<file path="src/rtl/mvm_param_pkg.sv">
// mvm_param shared state type, accumulator sizing and output conversion.
// Define MVM_PARAM_SAT_EN for saturating output; default wraps.
package mvm_param_pkg;

    typedef enum logic [1:0] {
        LOAD,
        COMPUTE,
        OUTPUT
    } state_t;

    function automatic int acc_width(input int n, input int in_w);
        return 2 * in_w + $clog2(n) + 1;
    endfunction

    // Result is sign-correct in its low out_w bits; callers truncate.
    function automatic logic signed [63:0] sat_trunc(
        input logic signed [63:0] acc,
        input int                 out_w
    );
`ifdef MVM_PARAM_SAT_EN
        logic signed [63:0] hi;
        logic signed [63:0] lo;
        hi = (64'sd1 <<< (out_w - 1)) - 64'sd1;
        lo = -hi - 64'sd1;
        if (acc > hi) return hi;
        if (acc < lo) return lo;
        return acc;
`else
        return (acc <<< (64 - out_w)) >>> (64 - out_w);
`endif
    endfunction

endpackage

</file>
<file path="src/rtl/mvm_param_mac.sv">
// mvm_param registered signed multiply-accumulate.
// load_init seeds acc with the bias; en adds one product.
module mvm_param_mac
    import mvm_param_pkg::*;
#(
    parameter int IN_W  = 8,
    parameter int ACC_W = acc_width(4, 8)
) (
    input  logic                    clk,
    input  logic                    reset,
    input  logic                    load_init,
    input  logic                    en,
    input  logic signed [ACC_W-1:0] init,
    input  logic signed [IN_W-1:0]  a,
    input  logic signed [IN_W-1:0]  b,
    output logic signed [ACC_W-1:0] acc
);

    logic signed [2*IN_W-1:0] prod;
    logic signed [ACC_W-1:0]  prod_ext;

    assign prod     = a * b;
    assign prod_ext = $signed({{(ACC_W-2*IN_W){prod[2*IN_W-1]}}, prod});

    always_ff @(posedge clk) begin
        if (reset) begin
            acc <= '0;
        end else if (load_init) begin
            acc <= init;
        end else if (en) begin
            acc <= acc + prod_ext;
        end
    end

endmodule

</file>
<file path="src/rtl/mvm_param.sv">
// mvm_param: serial-stream y = W*x + b engine, NxN signed.
// MVM_PARAM_SAT_EN (see package) selects saturating output.
module mvm_param
    import mvm_param_pkg::*;
#(
    parameter int N       = 4,
    parameter int IN_W    = 8,
    parameter int OUT_W   = 16,
    parameter int REUSE_W = 0
) (
    input  logic                    clk,
    input  logic                    reset,
    input  logic                    s_valid,
    input  logic                    m_ready,
    input  logic signed [IN_W-1:0]  data_in,
    output logic                    m_valid,
    output logic                    s_ready,
    output logic signed [OUT_W-1:0] data_out
);

    localparam int ACC_W = acc_width(N, IN_W);
    localparam int NW    = N * N;
    localparam int NT    = NW + 2 * N;
    localparam int CW    = $clog2(NT);
    localparam int AW    = $clog2(NW);
    localparam int RW    = $clog2(N);
    localparam int PW    = $clog2(N + 2);

    localparam logic [CW-1:0] LAST_WORD = CW'(NT - 1);
    localparam logic [CW-1:0] X_BASE    = CW'(NW);
    localparam logic [RW-1:0] LAST_ROW  = RW'(N - 1);
    localparam logic [PW-1:0] MAC_END   = PW'(N);

    logic signed [IN_W-1:0] w_mem [NW];
    logic signed [IN_W-1:0] x_mem [N];
    logic signed [IN_W-1:0] b_mem [N];

    state_t           state, state_n;
    logic [CW-1:0]    wr_cnt, wr_cnt_n;
    logic             w_loaded, w_loaded_n;
    logic [RW-1:0]    row, row_n;
    logic [PW-1:0]    phase, phase_n;
    logic [RW-1:0]    kx, kx_n;
    logic [AW-1:0]    w_ptr, w_ptr_n;
    logic             s_ready_n, m_valid_n;
    logic signed [OUT_W-1:0] data_out_n;
    logic             wr_en, load_init, mac_en;
    logic signed [ACC_W-1:0] acc, bias_ext;
    logic signed [63:0]      acc_wide;

    assign bias_ext = $signed({{(ACC_W-IN_W){b_mem[row][IN_W-1]}},
                               b_mem[row]});
    assign acc_wide = $signed({{(64-ACC_W){acc[ACC_W-1]}}, acc});

    mvm_param_mac #(
        .IN_W  (IN_W),
        .ACC_W (ACC_W)
    ) u_mac (
        .clk       (clk),
        .reset     (reset),
        .load_init (load_init),
        .en        (mac_en),
        .init      (bias_ext),
        .a         (w_mem[w_ptr]),
        .b         (x_mem[kx]),
        .acc       (acc)
    );

    // Operand store: decoded by the running word count.
    always_ff @(posedge clk) begin
        if (wr_en) begin
            for (int i = 0; i < NW; i++) begin
                if (wr_cnt == CW'(i)) w_mem[i] <= data_in;
            end
            for (int i = 0; i < N; i++) begin
                if (wr_cnt == CW'(NW + i)) x_mem[i] <= data_in;
                if (wr_cnt == CW'(NW + N + i)) b_mem[i] <= data_in;
            end
        end
    end

    always_ff @(posedge clk) begin
        if (reset) begin
            state    <= LOAD;
            wr_cnt   <= '0;
            w_loaded <= 1'b0;
            row      <= '0;
            phase    <= '0;
            kx       <= '0;
            w_ptr    <= '0;
            s_ready  <= 1'b0;
            m_valid  <= 1'b0;
            data_out <= '0;
        end else begin
            state    <= state_n;
            wr_cnt   <= wr_cnt_n;
            w_loaded <= w_loaded_n;
            row      <= row_n;
            phase    <= phase_n;
            kx       <= kx_n;
            w_ptr    <= w_ptr_n;
            s_ready  <= s_ready_n;
            m_valid  <= m_valid_n;
            data_out <= data_out_n;
        end
    end

    always_comb begin
        state_n    = state;
        wr_cnt_n   = wr_cnt;
        w_loaded_n = w_loaded;
        row_n      = row;
        phase_n    = phase;
        kx_n       = kx;
        w_ptr_n    = w_ptr;
        m_valid_n  = m_valid;
        data_out_n = data_out;
        wr_en      = 1'b0;
        load_init  = 1'b0;
        mac_en     = 1'b0;

        unique case (state)
            LOAD: begin
                if (s_valid && s_ready) begin
                    wr_en = 1'b1;
                    if (wr_cnt == LAST_WORD) begin
                        state_n    = COMPUTE;
                        w_loaded_n = 1'b1;
                        row_n      = '0;
                        phase_n    = '0;
                        w_ptr_n    = '0;
                    end else begin
                        wr_cnt_n = wr_cnt + 1'b1;
                    end
                end
            end
            COMPUTE: begin
                // phase 0 seeds bias, 1..N accumulate, N+1 emits.
                if (phase == '0) begin
                    load_init = 1'b1;
                    kx_n      = '0;
                    phase_n   = phase + 1'b1;
                end else if (phase <= MAC_END) begin
                    mac_en  = 1'b1;
                    kx_n    = kx + 1'b1;
                    w_ptr_n = w_ptr + 1'b1;
                    phase_n = phase + 1'b1;
                end else begin
                    data_out_n = OUT_W'(sat_trunc(acc_wide, OUT_W));
                    m_valid_n  = 1'b1;
                    state_n    = OUTPUT;
                end
            end
            OUTPUT: begin
                if (m_ready) begin
                    m_valid_n = 1'b0;
                    if (row != LAST_ROW) begin
                        row_n   = row + 1'b1;
                        phase_n = '0;
                        state_n = COMPUTE;
                    end else begin
                        state_n  = LOAD;
                        wr_cnt_n = ((REUSE_W != 0) && w_loaded)
                                   ? X_BASE : '0;
                    end
                end
            end
            default: state_n = LOAD;
        endcase

        s_ready_n = (state_n == LOAD);
    end

endmodule

</file>
<file path="config.mk">
export PLATFORM = sky130hd
export DESIGN_NAME = mvm_param
export DESIGN_NICKNAME = d
export VERILOG_FILES = /design/src/rtl/mvm_param_pkg.sv /design/src/rtl/mvm_param_mac.sv /design/src/rtl/mvm_param.sv
export SDC_FILE = /design/constraint.sdc
export NUM_CORES = 1
export LEC_CHECK = 0
export CORE_MARGIN = 2
export CORE_UTILIZATION = 63
export CTS_CLUSTER_DIAMETER = 120
export DETAILED_ROUTE_END_ITERATION = 6
export GPL_TIMING_DRIVEN = 0
export PLACE_DENSITY = 0.81
export SETUP_SLACK_MARGIN = 0.1
export SYNTH_ARGS = -nofsm -noshare
export SYNTH_HDL_FRONTEND = slang
export SYNTH_HIERARCHICAL = 1
export SYNTH_SLANG_ARGS = --single-unit
</file>
<file path="constraint.sdc">
create_clock -name clk -period 6.5 [get_ports clk]
set_input_delay 0.65 -clock clk [delete_from_list [all_inputs] [get_ports clk]]
set_output_delay 0.65 -clock clk [all_outputs]
set_load 0.02 [all_outputs]
</file>
# --- After elaboration in Yosys (flattened, before gate mapping) ---
# Memories as Yosys holds them, arrays and structs flattened. A register that Yosys moved wholly into a read port is not among the register bits.
# Index checks and enable logic that the tools add are counted.
totals:
  regBits: 55
  mem_bits_rw: 192
  inputBits: 12
  wordCells: 283
  memories: 3
memory_table:
  columns: ["name", "words", "width", "rd", "rd_ports_with_merged_regs", "write_ports", "line_no", "source"]
  rows:
  - ["w_mem", 16, 8, 1, 1, 1, "mvm_param.sv:34", "logic signed [IN_W-1:0] w_mem [NW];"]
  - ["b_mem", 4, 8, 1, 1, 1, "mvm_param.sv:36", "logic signed [IN_W-1:0] b_mem [N];"]
  - ["x_mem", 4, 8, 1, 1, 1, "mvm_param.sv:35", "logic signed [IN_W-1:0] x_mem [N];"]
op_classes:
  add_sub_neg: 6
  mul: 1
  order_cmp: 1
  n_eq_ne: 36
  mux: 185
  bitwise: 2
  n_reduce_logical: 39
ops:
  columns: ["op", "n"]
  rows:
  - ["8-bit two-way mux", 21]
  - ["8-bit OR reduction", 21]
  - ["1-bit two-way mux", 104]
  - ["4-bit two-way mux", 21]
  - ["2-bit two-way mux", 21]
  - ["5-bit by 4-bit equality test with 1-bit output (second input constant)", 8]
  - ["5-bit equality test (second input constant)", 8]
  - ["19-bit two-way mux", 2]
  - ["5-bit by 3-bit equality test with 1-bit output (second input constant)", 4]
  - ["5-bit two-way mux", 4]
  - ["2-bit inequality test (second input constant)", 10]
  - ["19-bit by 16-bit adder with 19-bit output", 1]
  - ["3-bit two-way mux", 6]
  - ["8-bit by 8-bit multiplier with 16-bit output", 1]
  - ["5-bit AND reduction", 3]
  - ["5-bit by 2-bit equality test with 1-bit output (second input constant)", 2]
  - ["5-bit one-hot mux with 2 select lines", 1]
  - ["2-bit nonzero test", 5]
  - ["3-bit one-hot mux with 3 select lines", 1]
  - ["4-bit one-hot mux with 2 select lines", 1]
  - ["2-bit one-hot mux with 3 select lines", 1]
  - ["6-bit AND reduction", 1]
  - ["5-bit by 1-bit adder with 5-bit output (second input constant)", 1]
  - ["5-bit by 1-bit equality test with 1-bit output (second input constant)", 1]
  - ["other kinds (18)", 21]

# --- Longest topological paths before layout ---
depth:
  depth_word: 21
  depth_mapped: 23

# --- Hierarchy ---
# Netlist, hierarchy kept.
by_module_without_submodules:
  columns: ["module", "instances", "cells_each", "area_each_um2"]
  rows:
  - ["mvm_param", 1, 524, 9213.8]
  - ["mvm_param_mac", 1, 466, 4284.1]

# --- Worst setup path before layout ---
# No wires, ideal clock.
synth_path:
  kind: "register to register"
  startpoint: "reg with a tool-made name"
  endpoint: "reg u_mac.acc[12]"
  arrival_ns: 5.575
  setup_slack_ns: 0.795
  path_stages_with_launch: 21
  path_buffers: 2
  period_less_slack_ns: 5.705
  path_cell_list: "dfxtp_1 > buf_6 > buf_12 > mux4_2 > a22oi_1 > nand2_1 > and2_1 > inv_1 > fa_1 > inv_1 > fa_1 > fa_1 > fa_1 > fa_1 > ha_1 > o21a_2 > o31ai_2 > a21oi_1 > or3_1 > a311oi_1 > nor3_1"
synth_rtl:
  columns: ["item", "line_no", "source"]
  rows:
  - ["to (signal assigned)", "mvm_param_mac.sv:29", "acc <= init;"]
  - ["to (signal assigned)", "mvm_param_mac.sv:31", "acc <= acc + prod_ext;"]
  - ["to (decl)", "mvm_param_mac.sv:16", "output logic signed [ACC_W-1:0] acc"]

==> results.md <==
* Hold Crit Start: data_out[13]
* Setup TNS at 0 ns
* Tot Pwr at 3.78 mW
* Via/cell ratio at 6.09
* Root buffer cell: clkbuf_16
* Max-cap check violation count at 0
* Pins Over Slew Limit at 0
* Final non-filler cell total at 1281
* Peak supply drop at 0.246 mV
* Post-cts sizing count at 0
* FF-to-FF path depth at 20
* Most used cell, CP: fa_1
* Area Overhead vs Synth at 12.0%
* Worst path top cell family by delay: adder cells
* Hold crit path type: flop to flop
* Die extent in x at 147 um
* Largest net degree at the start of global routing at 25
* Final Cycle Share at 94.6%
* Placed insts at 1233
* Number of diodes at 0
* Gpl congestion at 0.870
* Status: finished clean
* Deepest clock path buffer count at 3
* Max stage delay on crit path at 0.59 ns
* Share of cells above drive strength 1 at 12.6%
* Die height at 147 um
* Flop2flop setup slack at 0.35 ns
* CTS sink count at 252
* Worst-path clk slew at 0.06 ns
* Crit Path Max Fanout at 10
* RR Endpoint: u_mac/acc[12]
* # rows at 52
* Vias after detailed routing at 7796
* Crit path DAT at 6.55 ns
* GR Util All Layers at 28.1%
* RSZ-0062 raised after global routing: no
* IO Port Bufs at 28
* Filler Cells Inserted at 1309
* CTS tree: built
* Reg area at 6970 um2
* Clock skew at 0.0236 ns
* Initial antenna violation count at 1
* Final Setup Violations at 0
* Hold path cells at 2
* Syn_nets at 1067
* Dpl hpwl at 20000 um
* Drt first-iter violations at 718
* Vias in the first global route at 8222
* Global-route wire length before repair at 45800 um
* PD cells at 261 nW/um2
* Slew Limit Headroom at 29.0%
* Hold_buf cts at 0
* Cell Area, Synth at 12900 um2
* Leakage Power at 5.34 nW
* Area occupied by multi-input gates at 5430 um2
* Fmax at 163 MHz
* Cell breakdown of the critical path: buf_6 -> buf_12 -> mux4_1 -> a22oi_1 -> nand2_2 -> and2_1 -> fa_1 -> fa_1 -> inv_1 -> fa_1 -> inv_1 -> fa_1 -> fa_1 -> ha_1 -> o21a_2 -> o31ai_4 -> a21oi_1 -> or3_1 -> a311oi_1 -> nor3_1
* DRC viols at 0
* Routed Wire Length at 29200 um
* Final Hold Viols at 0
* Crit path max-delay cell type: mux4_1
* Average wire per standard cell at 22.8 um
* Initial Util at 64.1%
* Grt total ovfl at 0
* Routed Antenna Nets at 0
* CP endpoint kind: flop
* Die area at 21700 um2
* Yosys warns at 6
* Min cycle time layout at 6.15 ns
* Post-CTS setup buffer count at 0
* H-tree depth at 1
* CTS buffer count at 27
* Cell count after synthesis at 930
* Drt first pass iters at 5
* Net count, final at 1129
* Average cell area after synthesis at 13.9 um2
* Ports at 30
* Later-pin clock latency in the skew report at 0.56 ns
* CP startpoint kind: flop
* Worst-Margin Slew at 1.06 ns
* Core box area at 20200 um2
* Worst EP required at 6.90 ns
* Crit path buf inv count at 4
* Worst setup path class: flop to flop
* Hold EP: data_out[13]
[worst reg2reg max path, stage by stage (launching register included)]
cell and delay (ns):
dfxtp_1 0.33, buf_6 0.15, buf_12 0.17, mux4_1 0.60
a22oi_1 0.39, nand2_2 0.22, and2_1 0.24, fa_1 0.39
fa_1 0.49, inv_1 0.05, fa_1 0.52, inv_1 0.05
fa_1 0.41, fa_1 0.47, ha_1 0.35, o21a_2 0.24
o31ai_4 0.08, a21oi_1 0.12, or3_1 0.32, a311oi_1 0.34
nor3_1 0.09
[state kept, by name (all words and copies together), names as in the netlist, named ones only]
register and cells:
s_ready 1, m_valid 1, phase 3, w_ptr 4, row 2, state 2, x_mem 32, b_mem 32
u_mac/acc 16, data_out 16, w_mem 128, kx 2, wr_cnt 5
[where the power goes]
| part | total, mW | switching, mW | internal [mW] |
|---|---|---|---|
| clock | 1.41 | 0.632 | 0.780 |
| combinational | 0.623 | 0.353 | 0.270 |
| sequential | 1.74 | 0.00307 | 1.74 |
[worst max-delay path by stage]
| stage | endpoint | slack, ns | depth (start not counted) |
|---|---|---|---|
| floorplan | u_mac/acc[12] | 0.87 | 20 |
| global placement | u_mac/acc[12] | 0.28 | 20 |
| detailed placement | u_mac/acc[12] | 0.12 | 18 |
| CTS | u_mac/acc[12] | 0.10 | 18 |
| global route | u_mac/acc[12] | 0.14 | 19 |
| finish | u_mac/acc[12] | 0.35 | 20 |
[layer usage]
| layer | vias to the layer above | wire [um] | global-route usage [%] |
|---|---|---|---|
| met2 | 358 | 14200 | 46.4 |
| li1 | 3428 | - | - |
| met4 | 2 | 825 | 8.61 |
| met1 | 3930 | 12100 | 38.8 |
| met5 | - | 13 | 0 |
| met3 | 78 | 2000 | 5.03 |
[cell type report]
class,count,share of cell area (%)
Clock buffer,35,4.94
Tap cell,270,2.33
Inverter,103,2.67
Clock inverter,13,0.596
Sequential cell,252,48.1
Buffer,37,1.59
Timing Repair Buffer,33,2.20
Multi-Input combinational cell,538,37.5
[cell usage in the layout, fill, tap and decap left out, types with 4 or more instances in the layout]
master / instances
nand2_2: 7
o21ai_0: 10
mux4_2: 37
nand2b_1: 7
buf_2: 8
and2_1: 45
nor3_1: 10
nor3_2: 4
nor3b_1: 4
clkbuf_16: 27
a311oi_1: 4
nand2_1: 76
nand3_1: 10
xnor2_1: 4
mux4_1: 11
clkinv_1: 6
mux2i_1: 8
fa_1: 76
a22oi_1: 14
inv_1: 102
dfxtp_1: 60
clkdlybuf4s50_1: 28
ha_1: 49
edfxtp_1: 192
buf_4: 7
clkbuf_1: 23
nor2b_1: 6
nor4_2: 6
a21oi_1: 48
nor2_1: 43
[through the flow]
stage	cell area [um2]	hold slack (ns)	util, %	setup slack (ns)
after floorplan	12900	0.432	-	0.869
after global placement	13500	0.440	67.1	0.276
after detailed placement	13600	0.448	67.6	0.117
after CTS	14400	0.456	71.6	0.100
after global routing	14500	0.473	71.8	0.141
final	14500	0.453	71.8	0.351
Power figures use the tool's default switching activity.
